<file path="src/rtl/m01_pkg.sv">
// Shared types and elaboration-time helpers for the m01 burst address generator.
// Imported by the m01 signal blocks that size themselves from the burst geometry.
package m01_pkg;

  typedef enum logic [1:0] {
    IDLE,
    ISSUE,
    DONE
  } m01_gen_state_t;

  // log2 of a power-of-two burst size; used as the idx-to-byte-offset shift.
  function automatic int unsigned burst_shift(input int unsigned burst_bytes);
    int unsigned s;
    s = 0;
    for (int unsigned i = 0; i < 32; i++) begin
      if ((32'd1 << i) == burst_bytes) s = i;
    end
    return s;
  endfunction

  // Beats-minus-one for 32-bit beats (the ARLEN rule).
  function automatic int unsigned arlen_of(input int unsigned burst_bytes);
    return burst_bytes / 4 - 1;
  endfunction

endpackage

</file>
<file path="src/rtl/m01_burst_addr_gen_rise_detect.sv">
// Registered rising-edge detector; rise is high while d is high and was low
// at the previous clock edge.
module rise_detect (
  input  logic clk,
  input  logic rst_n,
  input  logic d,
  output logic rise
);

  logic d_q;

  // NOTE: sequential state uses non-blocking assignments so every flop samples
  // pre-edge values regardless of block ordering.
  always_ff @(posedge clk or negedge rst_n) begin
    if (!rst_n) d_q <= 1'b0;
    else        d_q <= d;
  end

  assign rise = d & ~d_q;

endmodule

</file>
<file path="src/rtl/m01_burst_addr_gen.sv">
// Latches a base address on the first rise of transfer_done and issues
// NUM_BURSTS read-burst requests over a valid/ready address channel.
module m01_burst_addr_gen
  import m01_pkg::*;
#(
  parameter int unsigned BURST_BYTES = 64,
  parameter int unsigned NUM_BURSTS  = 16
) (
  input  logic        clk,
  input  logic        rst_n,
  input  logic        transfer_done,
  input  logic [31:0] ram_rd_data,
  input  logic        rearm,
  output logic        m_arvalid,
  output logic [31:0] m_araddr,
  output logic [7:0]  m_arlen,
  input  logic        m_arready,
  output logic [31:0] base_addr,
  output logic        align_err,
  output logic        gen_busy,
  output logic        gen_done
);

  localparam int unsigned SHIFT    = burst_shift(BURST_BYTES);
  localparam logic [7:0]  LAST_IDX = 8'(NUM_BURSTS - 1);
  localparam logic [31:0] LOW_MASK = 32'(BURST_BYTES - 1);

  m01_gen_state_t state_q, state_d;
  logic [7:0]     idx_q, idx_d;
  logic [31:0]    base_addr_q, base_addr_d;
  logic [31:0]    m_araddr_q, m_araddr_d;
  logic           m_arvalid_q, m_arvalid_d;
  logic           align_err_q, align_err_d;
  logic           gen_busy_q, gen_busy_d;
  logic           gen_done_q, gen_done_d;

  logic           start;
  logic [31:0]    aligned_base;
  logic [7:0]     idx_inc;

  rise_detect u_td_rise (
    .clk  (clk),
    .rst_n(rst_n),
    .d    (transfer_done),
    .rise (start)
  );

  assign aligned_base = ram_rd_data & ~LOW_MASK;
  assign idx_inc      = idx_q + 8'd1;

  // NOTE: every signal driven here gets its hold value first, so no path
  // through the case leaves one unassigned and no latch is inferred.
  always_comb begin
    state_d     = state_q;
    idx_d       = idx_q;
    base_addr_d = base_addr_q;
    m_araddr_d  = m_araddr_q;
    m_arvalid_d = m_arvalid_q;
    align_err_d = align_err_q;
    gen_busy_d  = gen_busy_q;
    gen_done_d  = gen_done_q;

    unique case (state_q)
      IDLE: begin
        if (start) begin
          base_addr_d = aligned_base;
          align_err_d = |(ram_rd_data & LOW_MASK);
          idx_d       = 8'd0;
          m_araddr_d  = aligned_base;
          m_arvalid_d = 1'b1;
          gen_busy_d  = 1'b1;
          state_d     = ISSUE;
        end
      end
      ISSUE: begin
        // Address only advances on a handshake, so it is stable across stalls.
        if (m_arvalid_q && m_arready) begin
          if (idx_q == LAST_IDX) begin
            m_arvalid_d = 1'b0;
            gen_busy_d  = 1'b0;
            gen_done_d  = 1'b1;
            state_d     = DONE;
          end else begin
            idx_d      = idx_inc;
            m_araddr_d = base_addr_q + ({24'd0, idx_inc} << SHIFT);
          end
        end
      end
      DONE: begin
        if (rearm) begin
          gen_done_d  = 1'b0;
          align_err_d = 1'b0;
          state_d     = IDLE;
        end
      end
      default: state_d = IDLE;
    endcase
  end

  always_ff @(posedge clk or negedge rst_n) begin
    if (!rst_n) begin
      state_q     <= IDLE;
      idx_q       <= 8'd0;
      base_addr_q <= 32'd0;
      m_araddr_q  <= 32'd0;
      m_arvalid_q <= 1'b0;
      align_err_q <= 1'b0;
      gen_busy_q  <= 1'b0;
      gen_done_q  <= 1'b0;
    end else begin
      state_q     <= state_d;
      idx_q       <= idx_d;
      base_addr_q <= base_addr_d;
      m_araddr_q  <= m_araddr_d;
      m_arvalid_q <= m_arvalid_d;
      align_err_q <= align_err_d;
      gen_busy_q  <= gen_busy_d;
      gen_done_q  <= gen_done_d;
    end
  end

  assign m_arvalid = m_arvalid_q;
  assign m_araddr  = m_araddr_q;
  assign m_arlen   = 8'(arlen_of(BURST_BYTES));
  assign base_addr = base_addr_q;
  assign align_err = align_err_q;
  assign gen_busy  = gen_busy_q;
  assign gen_done  = gen_done_q;

endmodule

</file>
<file path="config.mk">
export PLATFORM = sky130hd
export DESIGN_NAME = m01_burst_addr_gen
export DESIGN_NICKNAME = d
export VERILOG_FILES = /design/src/rtl/m01_pkg.sv /design/src/rtl/m01_burst_addr_gen_rise_detect.sv /design/src/rtl/m01_burst_addr_gen.sv
export SDC_FILE = /design/constraint.sdc
export NUM_CORES = 1
export LEC_CHECK = 0
export BUFFER_PORTS_ARGS = -buffer_cell sky130_fd_sc_hd__buf_4
export CAP_MARGIN = 40
export CORE_MARGIN = 8
export CORE_UTILIZATION = 40
export DETAILED_ROUTE_END_ITERATION = 12
export PLACE_DENSITY = 0.63
export SETUP_SLACK_MARGIN = 0.4
export SYNTH_ARGS = -nofsm -noshare
export SYNTH_HDL_FRONTEND = slang
export SYNTH_HIERARCHICAL = 1
export SYNTH_SLANG_ARGS = --single-unit
</file>
<file path="constraint.sdc">
create_clock -name clk -period 7.74 [get_ports clk]
set_input_delay 1.161 -clock clk [delete_from_list [all_inputs] [get_ports clk]]
set_output_delay 1.161 -clock clk [all_outputs]
set_load 0.005 [all_outputs]
</file>
==> results_dict.tcl <==
set metrics [dict create \
    grt_max_degree 44 \
    drt_iter0_markers 146 \
    synthFlopType "dfrtp_1" \
    cts_max_level 3 \
    cts_resized 0 \
    synth_edf_count 0 \
    antenna_found_initial 0 \
    fin_skew_ns 0.01231 \
    cts_buffers 9 \
    fmax_ghz 0.3112 \
    avgRoutedWirePerCell_um 16.57 \
    clkTransAtPathRegs_ns 0.07 \
    core_area_um2 9639 \
    num_vias 3490 \
    synth_area_um2 3916 \
    required_ns 7.97 \
    instances_no_fill 668 \
    post-route-period-util_pct 41.52 \
    place_inst 652 \
    area_growth_pct 23.71 \
    antenna_cells 0 \
    syn_area_per_cell_um2 8.781 \
    crit_fanout 32 \
    drive_gt1_share_pct 22.99 \
    nets 579 \
    clock_power_share_pct 18.5 \
    synthCells 446 \
    nFillCells 956 \
    async_reset_ff_share_pct 100.0 \
    power-per-cell-area_nw_per_um2 337.9 \
    routed_wl_um 11070 \
    min_period_ns 3.214 \
    path_class "in -> reg" \
    slew_headroom_pct 55.03 \
    synth-warning-count 6 \
    p_comb_share_pct 42.7 \
    setup_viol 0 \
    initial_utilization_pct 40.63 \
    fin_ws_ns 4.526 \
    ioPinCount 113 \
    hp-class "reg -> reg" \
    io_buffers 92 \
    worst_pin_slew_ns 0.6746 \
    pre_cts_slack_ns 4.164 \
    finalHoldViolations 0 \
    startpoint_type "input port" \
    drc 0 \
    yosysSeqAreaShare_pct 42.17 \
    design_area_um2 4845 \
    yosysUniqueCellTypes 55 \
    clkSinkCount 66 \
    dp_hpwl_um 8156 \
    fin_util_pct 50.26 \
    drt_first_pass_iters 5 \
    mostFrequentLayoutCells "96 x buf_4, 93 x nand2_1, 66 x dfrtp_1" \
    switching_share_pct 39.12 \
    final_common_cell "buf_4" \
    cts_tree "built" \
    groute.usage.overall_pct 17.03 \
    ir_worst_vdd_v 0.0001412 \
    tns_ns 0 \
    crit_start "transfer_done" \
    cts_setup_buffers 0 \
    outcome "finished clean" \
    placed_area_um2 4641 \
    finalMaxSlewViolations 0 \
    grt_pass1_vias 3601 \
    rsz0062_at_grt "false" \
    grt_first_pass_wirelength_um 17920 \
    clock_path_buffers 2 \
    cts_root_buf "clkbuf_8" \
    vias_per_cell 5.225 \
    crit_path_end_kind "flop" \
    fp.dieW_um 114.9 \
    ys_ff_latch 66 \
    p_int_uw 996.6 \
    die_area_um2 13210 \
    worstHoldStart "m_araddr[9]" \
    p_sw_uw 640.4 \
    cap_violations 0 \
    p_leak_uw 0.002469 \
    worstSkewPairLatency_ns 0.36 \
    arrival_ns 3.45 \
    antenna_left 0 \
    cts_hold_buf 0 \
    gr-total-overflow 0 \
    row_count 36 \
    gp_congestion 0.8455 \
    die_y_um 114.9 \
    seq_power_share_pct 38.8 \
    r2r-start "idx_q[0]" \
]
[critical path: stages]
cell	delay, ns
buf_4	0.11
nor2b_4	0.13
nand2b_4	0.07
a21o_1	0.49
or2_1	0.43
buf_4	0.39
mux2_4	0.33
a311o_1	0.32
[flip-flops by register name (all words and copies together), names as in the netlist]
register	flops
state_q	2
m_araddr	26
gen_busy	1
idx_q	8
u_td_rise/d_q	1
base_addr	26
gen_done	1
align_err	1
[Yosys cell counts, types with 2 or more instances]
master     instances  area share, %
o21ai_0           30            3.8
conb_1             2           0.19
o2111ai_1          2           0.45
buf_2              2           0.26
o31ai_1            2           0.38
xnor2_1            4           0.89
a21o_1            11            2.1
a211o_1            2           0.45
or3_1              5           0.80
or4_1              3           0.58
a21oi_1           17            2.2
o21a_1             4           0.77
nor4_1            10            1.6
buf_4             21            4.0
o211ai_1          11            2.1
nand3_1           24            3.1
ha_1              11            3.5
nor3_1            12            1.5
mux2i_1           10            2.6
xor2_1            11            2.5
nand3b_1           2           0.38
nand4_1            3           0.48
a22oi_1            5           0.96
a211oi_1           2           0.38
inv_1             11            1.1
buf_6              3           0.86
nor2_1            16            1.5
nand4b_1           2           0.45
dfrtp_1           66             42
a21boi_0           3           0.58
and3_1             8            1.3
nand2_1           93            8.9
clkbuf_1          16            1.5
[power by group through the flow]
stage / clock, uW / sequential [uW] / combinational (uW)
finish: 303 / 635 / 699
global route: 326 / 660 / 789
CTS: 309 / 636 / 713
detailed placement: 0 / 641 / 709
global placement: 0 / 639 / 690
floorplan: 0 / 612 / 398
[worst paths after layout]
path	to	slack (ns)	cells past startpoint
worst min-delay path	m_araddr[9]	0.49	2
min in group asynchronous	base_addr[11]	0.70	1
max in group asynchronous	m_araddr[22]	6.50	2
worst min register to register	m_araddr[9]	0.49	2
worst max register to register	m_araddr[30]	4.54	10
worst max-delay path	m_araddr[15]	4.53	8
[kinds of logic after synthesis]
group,after synthesis,synth area share [%]
AO/OA/AOI/OAI,97,16.45
XOR/XNOR,15,3.354
adder cells (fa/ha/maj),12,4.026
buffers and inverters,54,7.827
flip-flops,66,42.17
multiplexers,12,3.227
other,2,0.1918
AND/OR/NAND/NOR,188,22.75
[layer usage]
layer | vias to the layer above | wire [um] | part of all wire, % | global-route usage (%)
met4 | 0 | 153 | 1.4 | 6.480
met3 | 13 | 749 | 6.8 | 3.992
met2 | 104 | 5338 | 48 | 27.75
met1 | 1675 | 4828 | 44 | 21.41
li1 | 1698 | - | - | -
met5 | - | 0 | 0 | 0
[area by class of cell]
class	instances	area, um^2	area share, %
Clock buffer	10	137.6	2.841
Timing Repair Buffer	98	753.2	15.55
Inverter	11	41.29	0.8523
Tap cell	133	166.4	3.435
Clock inverter	6	66.31	1.369
Multi-Input combinational cell	344	2028	41.86
Sequential cell	66	1652	34.09
[through the flow]
step	power (uW)	hold slack (ns)
finish	1637	0.4938
global placement	1328	0.4767
CTS	1658	0.4968
global route	1775	0.5280
floorplan	1010	0.4733
detailed placement	1350	0.4798
Power figures use the tool's default switching activity.
